--- src/rtl/alu_pkg.sv ---
`default_nettype none
// ============================================================================
// alu_pkg : opcode encodings and pipeline constants of the shared 32-bit ALU
// Revision : 1.0 - initial release
// ============================================================================
package alu_pkg;

   localparam int WIDTH   = 32;
   localparam int ALU_LAT = 2;
   localparam int OPC_W   = 4;
   localparam int SHIFT_W = 5;

   localparam logic [OPC_W-1:0] ADD = 4'd0;
   localparam logic [OPC_W-1:0] SUB = 4'd1;
   localparam logic [OPC_W-1:0] MUL = 4'd2;
   localparam logic [OPC_W-1:0] SLT = 4'd3;
   localparam logic [OPC_W-1:0] ROR = 4'd4;
   localparam logic [OPC_W-1:0] SNE = 4'd5;
   localparam logic [OPC_W-1:0] AND = 4'd6;
   localparam logic [OPC_W-1:0] SGE = 4'd7;

endpackage
`default_nettype wire

--- src/rtl/rr_arbiter.sv ---
`default_nettype none
// ============================================================================
// rr_arbiter : combinational round-robin pick, first eligible index after last
// Revision : 1.0 - initial release
// ============================================================================
module rr_arbiter #(
   parameter int N  = 4,
   parameter int IW = (N > 1) ? $clog2(N) : 1
) (
   input  logic [N-1:0]  eligible,
   input  logic [IW-1:0] last,
   output logic [N-1:0]  grant_onehot,
   output logic [IW-1:0] grant_idx,
   output logic          grant_any
);

   logic [N-1:0]  w_above;
   logic [N-1:0]  w_hi;
   logic [IW-1:0] w_hi_idx;
   logic [IW-1:0] w_lo_idx;
   logic          w_hi_any;
   logic          w_lo_any;

   // Indices strictly above last win first; otherwise wrap to the lowest eligible.
   always_comb begin
      w_above = '0;
      for (int i = 0; i < N; i++) begin
         w_above[i] = (IW'(i) > last);
      end
   end

   assign w_hi = eligible & w_above;

   always_comb begin
      w_hi_any = 1'b0;
      w_hi_idx = '0;
      w_lo_any = 1'b0;
      w_lo_idx = '0;
      for (int i = N - 1; i >= 0; i--) begin
         if (w_hi[i]) begin
            w_hi_any = 1'b1;
            w_hi_idx = IW'(i);
         end
         if (eligible[i]) begin
            w_lo_any = 1'b1;
            w_lo_idx = IW'(i);
         end
      end
   end

   assign grant_any    = w_hi_any | w_lo_any;
   assign grant_idx    = w_hi_any ? w_hi_idx : w_lo_idx;
   assign grant_onehot = grant_any ? (N'(1) << grant_idx) : '0;

endmodule
`default_nettype wire

--- src/rtl/alu_rr_scheduler.sv ---
`default_nettype none
// ============================================================================
// alu_rr_scheduler : round-robin sharing of one pipelined ALU with tag return
// Revision : 1.0 - initial release
// ============================================================================
module alu_rr_scheduler #(
   parameter int NREQ    = 4,
   parameter int WIDTH   = alu_pkg::WIDTH,
   parameter int ALU_LAT = alu_pkg::ALU_LAT
) (
   input  logic                              clk,
   input  logic                              rst_n,
   input  logic [NREQ-1:0]                   req_valid,
   output logic [NREQ-1:0]                   req_ready,
   input  logic [alu_pkg::OPC_W*NREQ-1:0]    req_opcode,
   input  logic [WIDTH*NREQ-1:0]             req_a,
   input  logic [WIDTH*NREQ-1:0]             req_b,
   input  logic [alu_pkg::SHIFT_W*NREQ-1:0]  req_shift,
   output logic [alu_pkg::OPC_W-1:0]         alu_opcode,
   output logic [WIDTH-1:0]                  alu_in1,
   output logic [WIDTH-1:0]                  alu_in2,
   output logic [alu_pkg::SHIFT_W-1:0]       alu_shift,
   input  logic [WIDTH-1:0]                  alu_result,
   input  logic                              alu_carry,
   input  logic                              alu_zero,
   input  logic                              alu_sign,
   output logic [NREQ-1:0]                   rsp_valid,
   output logic [WIDTH-1:0]                  rsp_result,
   output logic                              rsp_carry,
   output logic                              rsp_zero,
   output logic                              rsp_sign,
   output logic [NREQ-1:0]                   busy,
   output logic [31:0]                       issue_count
);

   import alu_pkg::*;

   localparam int              c_idx_w = (NREQ > 1) ? $clog2(NREQ) : 1;
   localparam logic [NREQ-1:0] c_one   = NREQ'(1);

   logic [OPC_W-1:0]   w_op [NREQ];
   logic [WIDTH-1:0]   w_a  [NREQ];
   logic [WIDTH-1:0]   w_b  [NREQ];
   logic [SHIFT_W-1:0] w_sh [NREQ];

   logic [NREQ-1:0]    r_busy;
   logic [c_idx_w-1:0] r_last;
   logic [31:0]        r_issue_count;
   logic               r_tag_vld [ALU_LAT];
   logic [c_idx_w-1:0] r_tag_idx [ALU_LAT];

   logic [NREQ-1:0]    w_clr;
   logic [NREQ-1:0]    w_eligible;
   logic [NREQ-1:0]    w_grant_oh;
   logic [c_idx_w-1:0] w_grant_idx;
   logic               w_grant_any;
   logic               w_issue;

   generate
      for (genvar gi = 0; gi < NREQ; gi++) begin : g_unpack
         assign w_op[gi] = req_opcode[OPC_W*gi +: OPC_W];
         assign w_a[gi]  = req_a[WIDTH*gi +: WIDTH];
         assign w_b[gi]  = req_b[WIDTH*gi +: WIDTH];
         assign w_sh[gi] = req_shift[SHIFT_W*gi +: SHIFT_W];
      end
   endgenerate

   // A returning tag frees its requester in the same cycle it may be re-granted.
   assign w_clr      = r_tag_vld[ALU_LAT-1] ? (c_one << r_tag_idx[ALU_LAT-1]) : '0;
   assign w_eligible = req_valid & (~r_busy | w_clr);

   rr_arbiter #(
      .N  (NREQ),
      .IW (c_idx_w)
   ) u_arb (
      .eligible     (w_eligible),
      .last         (r_last),
      .grant_onehot (w_grant_oh),
      .grant_idx    (w_grant_idx),
      .grant_any    (w_grant_any)
   );

   // Grant is masked while reset is held so ALU-side outputs read zero.
   assign w_issue    = w_grant_any & rst_n;
   assign req_ready  = w_issue ? w_grant_oh : '0;
   assign alu_opcode = w_issue ? w_op[w_grant_idx] : '0;
   assign alu_in1    = w_issue ? w_a[w_grant_idx]  : '0;
   assign alu_in2    = w_issue ? w_b[w_grant_idx]  : '0;
   assign alu_shift  = w_issue ? w_sh[w_grant_idx] : '0;

   assign rsp_valid   = w_clr;
   assign rsp_result  = alu_result;
   assign rsp_carry   = alu_carry;
   assign rsp_zero    = alu_zero;
   assign rsp_sign    = alu_sign;
   assign busy        = r_busy;
   assign issue_count = r_issue_count;

   always_ff @(posedge clk or negedge rst_n) begin
      if (!rst_n) begin
         r_busy        <= '0;
         r_last        <= c_idx_w'(NREQ - 1);
         r_issue_count <= '0;
      end else begin
         r_busy <= (r_busy & ~w_clr) | req_ready;
         if (w_issue) begin
            r_last        <= w_grant_idx;
            r_issue_count <= r_issue_count + 32'd1;
         end
      end
   end

   // Tag pipeline mirrors the ALU latency so results map back to their issuer.
   always_ff @(posedge clk or negedge rst_n) begin
      if (!rst_n) begin
         for (int s = 0; s < ALU_LAT; s++) begin
            r_tag_vld[s] <= 1'b0;
            r_tag_idx[s] <= '0;
         end
      end else begin
         r_tag_vld[0] <= w_issue;
         r_tag_idx[0] <= w_grant_idx;
         for (int s = 1; s < ALU_LAT; s++) begin
            r_tag_vld[s] <= r_tag_vld[s-1];
            r_tag_idx[s] <= r_tag_idx[s-1];
         end
      end
   end

endmodule
`default_nettype wire

--- config.mk ---
export PLATFORM = sky130hd
export DESIGN_NAME = alu_rr_scheduler
export DESIGN_NICKNAME = d
export VERILOG_FILES = /design/src/rtl/alu_pkg.sv /design/src/rtl/rr_arbiter.sv /design/src/rtl/alu_rr_scheduler.sv
export SDC_FILE = /design/constraint.sdc
export NUM_CORES = 1
export LEC_CHECK = 0
export BUFFER_PORTS_ARGS = -buffer_cell sky130_fd_sc_hd__buf_2
export CAP_MARGIN = 20
export CELL_PAD_IN_SITES_DETAIL_PLACEMENT = 0
export CELL_PAD_IN_SITES_GLOBAL_PLACEMENT = 1
export CORE_AREA = 2 2 188 190
export CTS_CLUSTER_DIAMETER = 30
export CTS_CLUSTER_SIZE = 30
export DETAILED_ROUTE_END_ITERATION = 6
export DIE_AREA = 0 0 190 192
export GPL_ROUTABILITY_DRIVEN = 1
export PLACE_DENSITY_LB_ADDON = 0.15
export SLEW_MARGIN = 20
export SYNTH_ARGS = -nofsm -noshare
export SYNTH_HDL_FRONTEND = slang
export SYNTH_SLANG_ARGS = --single-unit
--- constraint.sdc ---
create_clock -name clk -period 2.2 [get_ports clk]
set_clock_uncertainty 0.1 [all_clocks]
set_input_delay 0.33 -clock clk [delete_from_list [all_inputs] [get_ports clk]]
set_output_delay 0.33 -clock clk [all_outputs]
set_load 0.01 [all_outputs]
==> flow_metrics.env, run 1 <==
export IMPL_run_status="complete, but fails checks"
export IMPL_violations="hold timing, setup timing"
export IMPL_fin_nets=1430
export IMPL_yosysSeqAreaShare=0.213
export IMPL_die_w_um=190
export IMPL_synth_top_area_frac=0.203
export IMPL_synth_cell_types=44
export IMPL_slew_viol_final=0
export IMPL_fill_cells=3665
export IMPL_dp_cells=1469
export IMPL_rsz0062_at_grt="true"
export IMPL_dp_hpwl_um=26300
export IMPL_post_place_ws_ps=-723
export IMPL_tightestPinTransition_ps=437
export IMPL_fmax_ghz=0.320
export IMPL_rows=68
export IMPL_area_growth_syn_to_layout_pct=115
export IMPL_cts_tree="done"
export IMPL_finalCritPeriodShare=1.42
export IMPL_core_area_mm2=0.0343
export IMPL_yosysWarningCount=0
export IMPL_internal_power_uw=9440
export IMPL_antenna_left=0
export IMPL_maxCapViolCount=0
export IMPL_crit_path_end_kind="output pin"
export IMPL_cp_required_ps=1770
export IMPL_drtPass1Iterations=4
export IMPL_numClockSinks=44
export IMPL_worstSetupPathType="reg -> out"
export IMPL_die_h_um=192
export IMPL_start_kind="flop"
export IMPL_worstPathMaxFanout=6
export IMPL_final_layout_size_suffix_gt1_frac=0.782
export IMPL_fin_util=0.325
export IMPL_hold_slack_ps=-0.299
export IMPL_synth_most_common_cell="nand3_1"
export IMPL_async_reset_ff_frac=1.00
export IMPL_powerDensity_mw_per_mm2=1490
export IMPL_grt_max_degree=25
export IMPL_finalWorstSetupSlack_ps=-927
export IMPL_drc=0
export IMPL_synth_common_cells="nand3_1 (154), mux2i_1 (73), buf_4 (58)"
export IMPL_setup_violations=112
export IMPL_cts_max_path_buffers=2
export IMPL_grt_pass1_vias=7090
export IMPL_power_leakage_uw=0.00514
export IMPL_synthTopCellsByArea="dfrtp_1 (20%), o221ai_2 (16%), nand3_1 (15%)"
export IMPL_gr_total_overflow=0
export IMPL_grtUsageTotal=0.170
export IMPL_seq_power_share=0.067
export IMPL_wl_per_cell_um=22.0
export IMPL_min_path_type="in -> async"
export IMPL_crit_arrival_ps=2700
export IMPL_synth_area_mm2=0.00518
export IMPL_via_per_inst=4.41
export IMPL_avgSynthCellArea_um2=9.14
export IMPL_final_cells=1557
export IMPL_synth_top_cell_by_area="dfrtp_1"
export IMPL_htreeDepth=2
export IMPL_synth_edff_count=0
export IMPL_p_sw_uw=7140
export IMPL_place_congestion=0.842
export IMPL_hold_viol=1
export IMPL_slew_headroom=0.708
export IMPL_path_clk_slew_ps=60
export IMPL_syn_inst=567
export IMPL_switching_share=0.431
export IMPL_ys_ff_latch=44
export IMPL_drt_iter0_drc=298
export IMPL_clkPwrFrac=0.047
export IMPL_pwr_share_comb=0.886
export IMPL_cts_root_buf="clkbuf_16"
export IMPL_drt_wl_total_um=34300
export IMPL_vdd_drop_max_mv=0.593
export IMPL_antenna_found_initial=5
export IMPL_finalPower_uw=16600
export IMPL_vias=6872
export IMPL_ioPinCount=485
export IMPL_grt_pass1_wl_um=46500
export IMPL_synth_fp_nets=901
export IMPL_cts_made_buffers=5
export IMPL_timing_final_crit_period_ps=3130
export IMPL_cts_hold_buffers=0
export IMPL_port_buffers=414
export IMPL_die_area_mm2=0.0365
export IMPL_ys_dominant_reg_cell="dfrtp_1"
export IMPL_clk_latency_ps=280
export IMPL_start_util=0.151
==> power groups by stage <==
| stage | Clock, uW | Sequential (uW) | Combinational [uW] |
|---|---|---|---|
| 2_1_floorplan | 0 | 1150 | 5570 |
| 3_3_place_gp | 0 | 1120 | 9720 |
| 3_5_place_dp | 0 | 1120 | 9730 |
| 4_1_cts | 799 | 1110 | 13200 |
| 5_1_grt | 837 | 1130 | 15600 |
| 6_report | 772 | 1110 | 14700 |
==> final timing paths <==
path	cells after the start	slack, ps	endpoint	startpoint
max	11	-930	alu_in1[24]	r_tag_idx[0]
min	2	-0.3	issue_count[17]	rst_n
max reg2reg	12	-420	busy[2]	r_tag_idx[0]
min reg2reg	0	250	r_tag_vld[0]	r_tag_vld[1]
max in group asynchronous	3	1660	issue_count[7]	rst_n
min in group clk	0	250	r_tag_vld[0]	r_tag_vld[1]
==> flip-flops by register name (all words and copies together) (netlist names) <==
name,flops
busy,4
issue_count,32
r_tag_idx,4
r_tag_vld,2
r_last,2
==> final cells by class <==
| class | instances | area [um2] | share of cell area |
|---|---|---|---|
| flip-flops and latches | 44 | 1100 | 0.0989 |
| multi-input cells | 421 | 4560 | 0.408 |
| clock buffers | 7 | 143 | 0.0128 |
| repair buffers | 615 | 4730 | 0.424 |
| diodes | 5 | 12.5 | 0.00112 |
| inverters | 9 | 36.3 | 0.00325 |
| well taps | 455 | 569 | 0.0510 |
| clock inverters | 1 | 7.51 | 0.000673 |
==> metal layers <==
| metal | vias up | GRT usage | wire (um) |
|---|---|---|---|
| li1 | 3245 | - | - |
| met1 | 3338 | 0.202 | 13200 |
| met2 | 268 | 0.318 | 18500 |
| met3 | 21 | 0.0369 | 2060 |
| met4 | 0 | 0.0265 | 432 |
| met5 | - | 0 | 0 |
==> per-stage QoR <==
step / setup TNS [ps] / instance area [um2]
4_1_cts: -77590 / 10300
3_3_place_gp: -46170 / 8510
3_5_place_dp: -49080 / 8510
5_1_grt: -85360 / 11200
2_1_floorplan: -13510 / 5280
6_report: -73170 / 11200
==> logic make-up (layout without fill, tap and decap cells) <==
group / after synthesis / in the layout / synth area share
AO/OA/AOI/OAI: 96 / 96 / 0.223
XOR/XNOR: 31 / 31 / 0.0524
adder cells (fa/ha/maj): 1 / 1 / 0.00242
buffers and inverters: 102 / 632 / 0.133
flip-flops: 44 / 44 / 0.213
multiplexers: 73 / 73 / 0.141
other: 0 / 5 / 0
AND/OR/NAND/NOR: 220 / 220 / 0.235
==> worst max-delay path, stage by stage (launching register included) <==
cell and delay (ps):
dfrtp_1 390, or3b_4 420, a21boi_4 200, buf_4 150, a211oi_4 40, a21oi_4 190, buf_6 180, buf_12 150
bufbuf_16 260, nand3_1 90, o221ai_2 120, buf_2 210
==> repair_timing <==
action | 4_1_cts | 5_1_grt
cloned | 17 | 8
buffers inserted | 40 | 12
gates resized for setup | 184 | 107
setup endpoints to repair | 108 | 114
pin swaps | 58 | 25
==> cell usage in the layout (no fill, tap or decap), drive strengths merged, types with 2 or more instances in the layout <==
cell    count
o22ai       2
nand2      21
and2        5
nand4       6
diode       5
o21ai       5
xnor2      25
o21a        3
mux2i      73
nor2        7
buf       602
a21boi      2
a21o        3
nor4        7
a211oi      2
nor3        3
nand2b      3
clkbuf     14
bufbuf      6
o221ai     75
dfstp       2
and3        5
and4        2
nand3     155
xor2        6
dfrtp      42
inv         9
nand3b      2
Power figures use the tool's default switching activity.
==> run 2, diff against run 1 <==
--- a/config.mk
+++ b/config.mk
@@ -5,15 +5,16 @@
 export SDC_FILE = /design/constraint.sdc
 export NUM_CORES = 1
 export LEC_CHECK = 0
+export ABC_AREA = 1
 export BUFFER_PORTS_ARGS = -buffer_cell sky130_fd_sc_hd__buf_2
 export CAP_MARGIN = 20
 export CELL_PAD_IN_SITES_DETAIL_PLACEMENT = 0
 export CELL_PAD_IN_SITES_GLOBAL_PLACEMENT = 1
-export CORE_AREA = 2 2 188 190
+export CORE_AREA = 2 2 190 192
 export CTS_CLUSTER_DIAMETER = 30
 export CTS_CLUSTER_SIZE = 30
 export DETAILED_ROUTE_END_ITERATION = 6
-export DIE_AREA = 0 0 190 192
+export DIE_AREA = 0 0 192 194
 export GPL_ROUTABILITY_DRIVEN = 1
 export PLACE_DENSITY_LB_ADDON = 0.15
 export SLEW_MARGIN = 20
==> flow_metrics.env, run 2 <==
export IMPL_yosysSeqAreaShare=0.174
export IMPL_mostFrequentLayoutCells="buf_2 (386), nand2_1 (363), inv_1 (167)"
export IMPL_synthSimpleGateAreaFrac=0.543
export IMPL_largest_reg_flops=32
export IMPL_synth_common_cells="nand2_1 (445), nand3_1 (184), inv_1 (168)"
export IMPL_worstSetupPathType="reg -> out"
export IMPL_mostFrequentLayoutCell="buf_2"
export IMPL_setup_violations=77
export IMPL_p_sw_uw=556
export IMPL_cts_made_buffers=5
export IMPL_syn_inst=1118
export IMPL_fin_nets=1928
export IMPL_synth_top_cell_by_area="nand2_1"
export IMPL_avgSynthCellArea_um2=5.68
export IMPL_crit_arrival_ps=2280
export IMPL_clkPwrFrac=0.367
export IMPL_synth_cell_types=30
export IMPL_met2_usage=0.337
export IMPL_powerDensity_mw_per_mm2=179
export IMPL_fmax_ghz=0.368
export IMPL_violations="setup timing"
export IMPL_seq_power_share=0.396
export IMPL_slew_viol_final=0
export IMPL_fin_util=0.325
export IMPL_run_status="complete, but fails checks"
export IMPL_die_h_um=194
export IMPL_grt_busiest_layer="met2"
export IMPL_met1_usage=0.243
export IMPL_drt_wl_total_um=38300
export IMPL_path_clk_slew_ps=60
export IMPL_htreeDepth=2
export IMPL_ioPinCount=485
export IMPL_synth_top_family_by_area="simple AND/OR/NAND/NOR gates"
export IMPL_antenna_left=0
export IMPL_synth_fa_ha_area_frac=0.00197
export IMPL_die_w_um=192
export IMPL_ys_dominant_reg_cell="dfrtp_1"
export IMPL_synth_top_area_frac=0.263
export IMPL_min_path_type="in -> async"
export IMPL_drc=0
export IMPL_drt_iter0_drc=339
export IMPL_grt_max_degree=45
export IMPL_numClockSinks=44
export IMPL_grtUsageTotal=0.189
export IMPL_cts_tree="done"
export IMPL_design_area_mm2=0.0114
export IMPL_core_area_mm2=0.0352
export IMPL_synth_edff_count=0
export IMPL_place_area_mm2=0.00931
export IMPL_maxCapViolCount=0
export IMPL_place_congestion=0.835
export IMPL_cts_hold_buffers=0
export IMPL_area_growth_syn_to_layout_pct=80.1
export IMPL_hold_viol=0
export IMPL_finalCritPeriodShare=1.23
export IMPL_finalWorstSetupSlack_ps=-514
export IMPL_die_area_mm2=0.0372
export IMPL_synth_compound_area_frac=0.0174
export IMPL_timing_final_crit_period_ps=2710
export IMPL_worst_r2r_cell_count=13
export IMPL_switching_share=0.272
export IMPL_tightestPinTransition_ps=596
export IMPL_yosysWarningCount=0
export IMPL_port_buffers=414
export IMPL_slew_headroom=0.602
export IMPL_rows=69
export IMPL_synth_fp_nets=1452
export IMPL_final_layout_size_suffix_gt1_frac=0.497
export IMPL_start_kind="flop"
export IMPL_antenna_found_initial=9
export IMPL_grt_pass1_vias=8510
export IMPL_clk_latency_ps=290
export IMPL_cp_required_ps=1770
export IMPL_pwr_share_comb=0.237
export IMPL_dp_hpwl_um=28000
export IMPL_crit_path_end_kind="output pin"
export IMPL_cts_root_buf="clkbuf_16"
export IMPL_via_per_inst=4.23
export IMPL_power_leakage_uw=0.00667
export IMPL_vias=8722
export IMPL_worstPathMaxFanout=12
export IMPL_drtPass1Iterations=5
export IMPL_synthMuxAreaShare=0
export IMPL_async_reset_ff_frac=1.00
export IMPL_internal_power_uw=1490
export IMPL_synth_most_common_cell="nand2_1"
export IMPL_synth_area_mm2=0.00635
export IMPL_cts_max_path_buffers=2
export IMPL_grt_pass1_wl_um=53300
export IMPL_grtUsageMet3=0.0259
export IMPL_start_util=0.180
export IMPL_synthTopCellsByArea="nand2_1 (26%), dfrtp_1 (17%), nand3_1 (15%)"
export IMPL_synthXorXnorAreaFrac=0.0414
export IMPL_vdd_drop_max_mv=0.253
export IMPL_wl_per_cell_um=18.6
export IMPL_rsz0062_at_grt="true"
export IMPL_gr_total_overflow=0
export IMPL_ys_ff_latch=44
-- run 2: changes by cell type after synthesis, moves of 15 or more --
| cell | change |
|---|---|
| nand3_2 | +51 |
| buf_2 | +21 |
| o221ai_2 | -55 |
| mux2i_1 | -73 |
| nor2_1 | +32 |
| xnor2_1 | -15 |
| buf_4 | -16 |
| o221ai_1 | -20 |
| nand3_1 | +30 |
| inv_1 | +161 |
| nand2_1 | +424 |
-- run 2: critical path, stage by stage (launching register included) --
cell	delay [ps]
dfrtp_2	410
buf_4	130
nand2_2	70
o21ai_4	160
nand2_2	120
nand2_4	90
inv_2	40
o21bai_4	180
nand2_4	100
clkinv_8	90
bufbuf_16	300
nand3_1	80
nand2_1	90
buf_2	130
-- run 2: power groups by stage --
stage	combinational [uW]	sequential (uW)	clock, uW
floorplan	206	824	0
global placement	456	824	0
detailed placement	454	824	0
CTS	467	809	776
global route	547	808	805
finish	485	809	750
-- run 2: path summary, 6_finish.rpt --
| path | from | endpoint | slack, ps |
|---|---|---|---|
| worst max register to register | r_tag_vld[0] | issue_count[23] | 70 |
| max in group asynchronous | rst_n | r_tag_vld[0] | 1470 |
| min in group clk | r_tag_idx[2] | r_tag_idx[0] | 250 |
| worst min-delay path | rst_n | r_tag_idx[3] | 110 |
| worst max-delay path | r_tag_vld[0] | alu_in2[20] | -510 |
| worst min register to register | r_tag_idx[2] | r_tag_idx[0] | 250 |
-- run 2: per-stage QoR --
| stage | cells | power [uW] | setup TNS [ps] | setup WS [ps] | hold WS, ps |
|---|---|---|---|---|---|
| floorplan | 1118 | 1030 | 0 | 162 | -65.6 |
| global placement | 1989 | 1280 | -16820 | -322 | 235 |
| detailed placement | 1989 | 1280 | -16380 | -277 | 239 |
| CTS | 2046 | 2050 | -34280 | -500 | 131 |
| global route | 2062 | 2160 | -44540 | -631 | 167 |
| finish | 2062 | 2040 | -35310 | -514 | 112 |
-- run 2: metal layers --
metal  wire (um)  vias up
met5          39        -
li1            -     4348
met1       16400     4053
met2       19200      278
met3        2120       37
met4         595        6
-- run 2: layout make-up --
cell class / instances / area [um2]
inverters: 173 / 679
clock buffers: 7 / 133
multi-input cells: 798 / 4500
clock inverters: 1 / 8.76
well taps: 461 / 577
repair buffers: 572 / 4420
fillers: 3988 / 23800
diodes: 6 / 15.0
flip-flops and latches: 44 / 1110
-- run 2: logic make-up after synthesis --
family,count (synthesis)
and+or+nand+nor,752
xor gates and xnor gates,30
AOI/OAI and AO/OA,15
DFF,44
adders and majority gates,1
buffers and inverters,276
-- run 2: repair_timing --
item	CTS	global route
cloned	17	7
setup endpoints to repair	83	87
resized for setup	128	150
buffers inserted	32	11
endpoints found under the hold margin	0	0
pin swaps	32	86
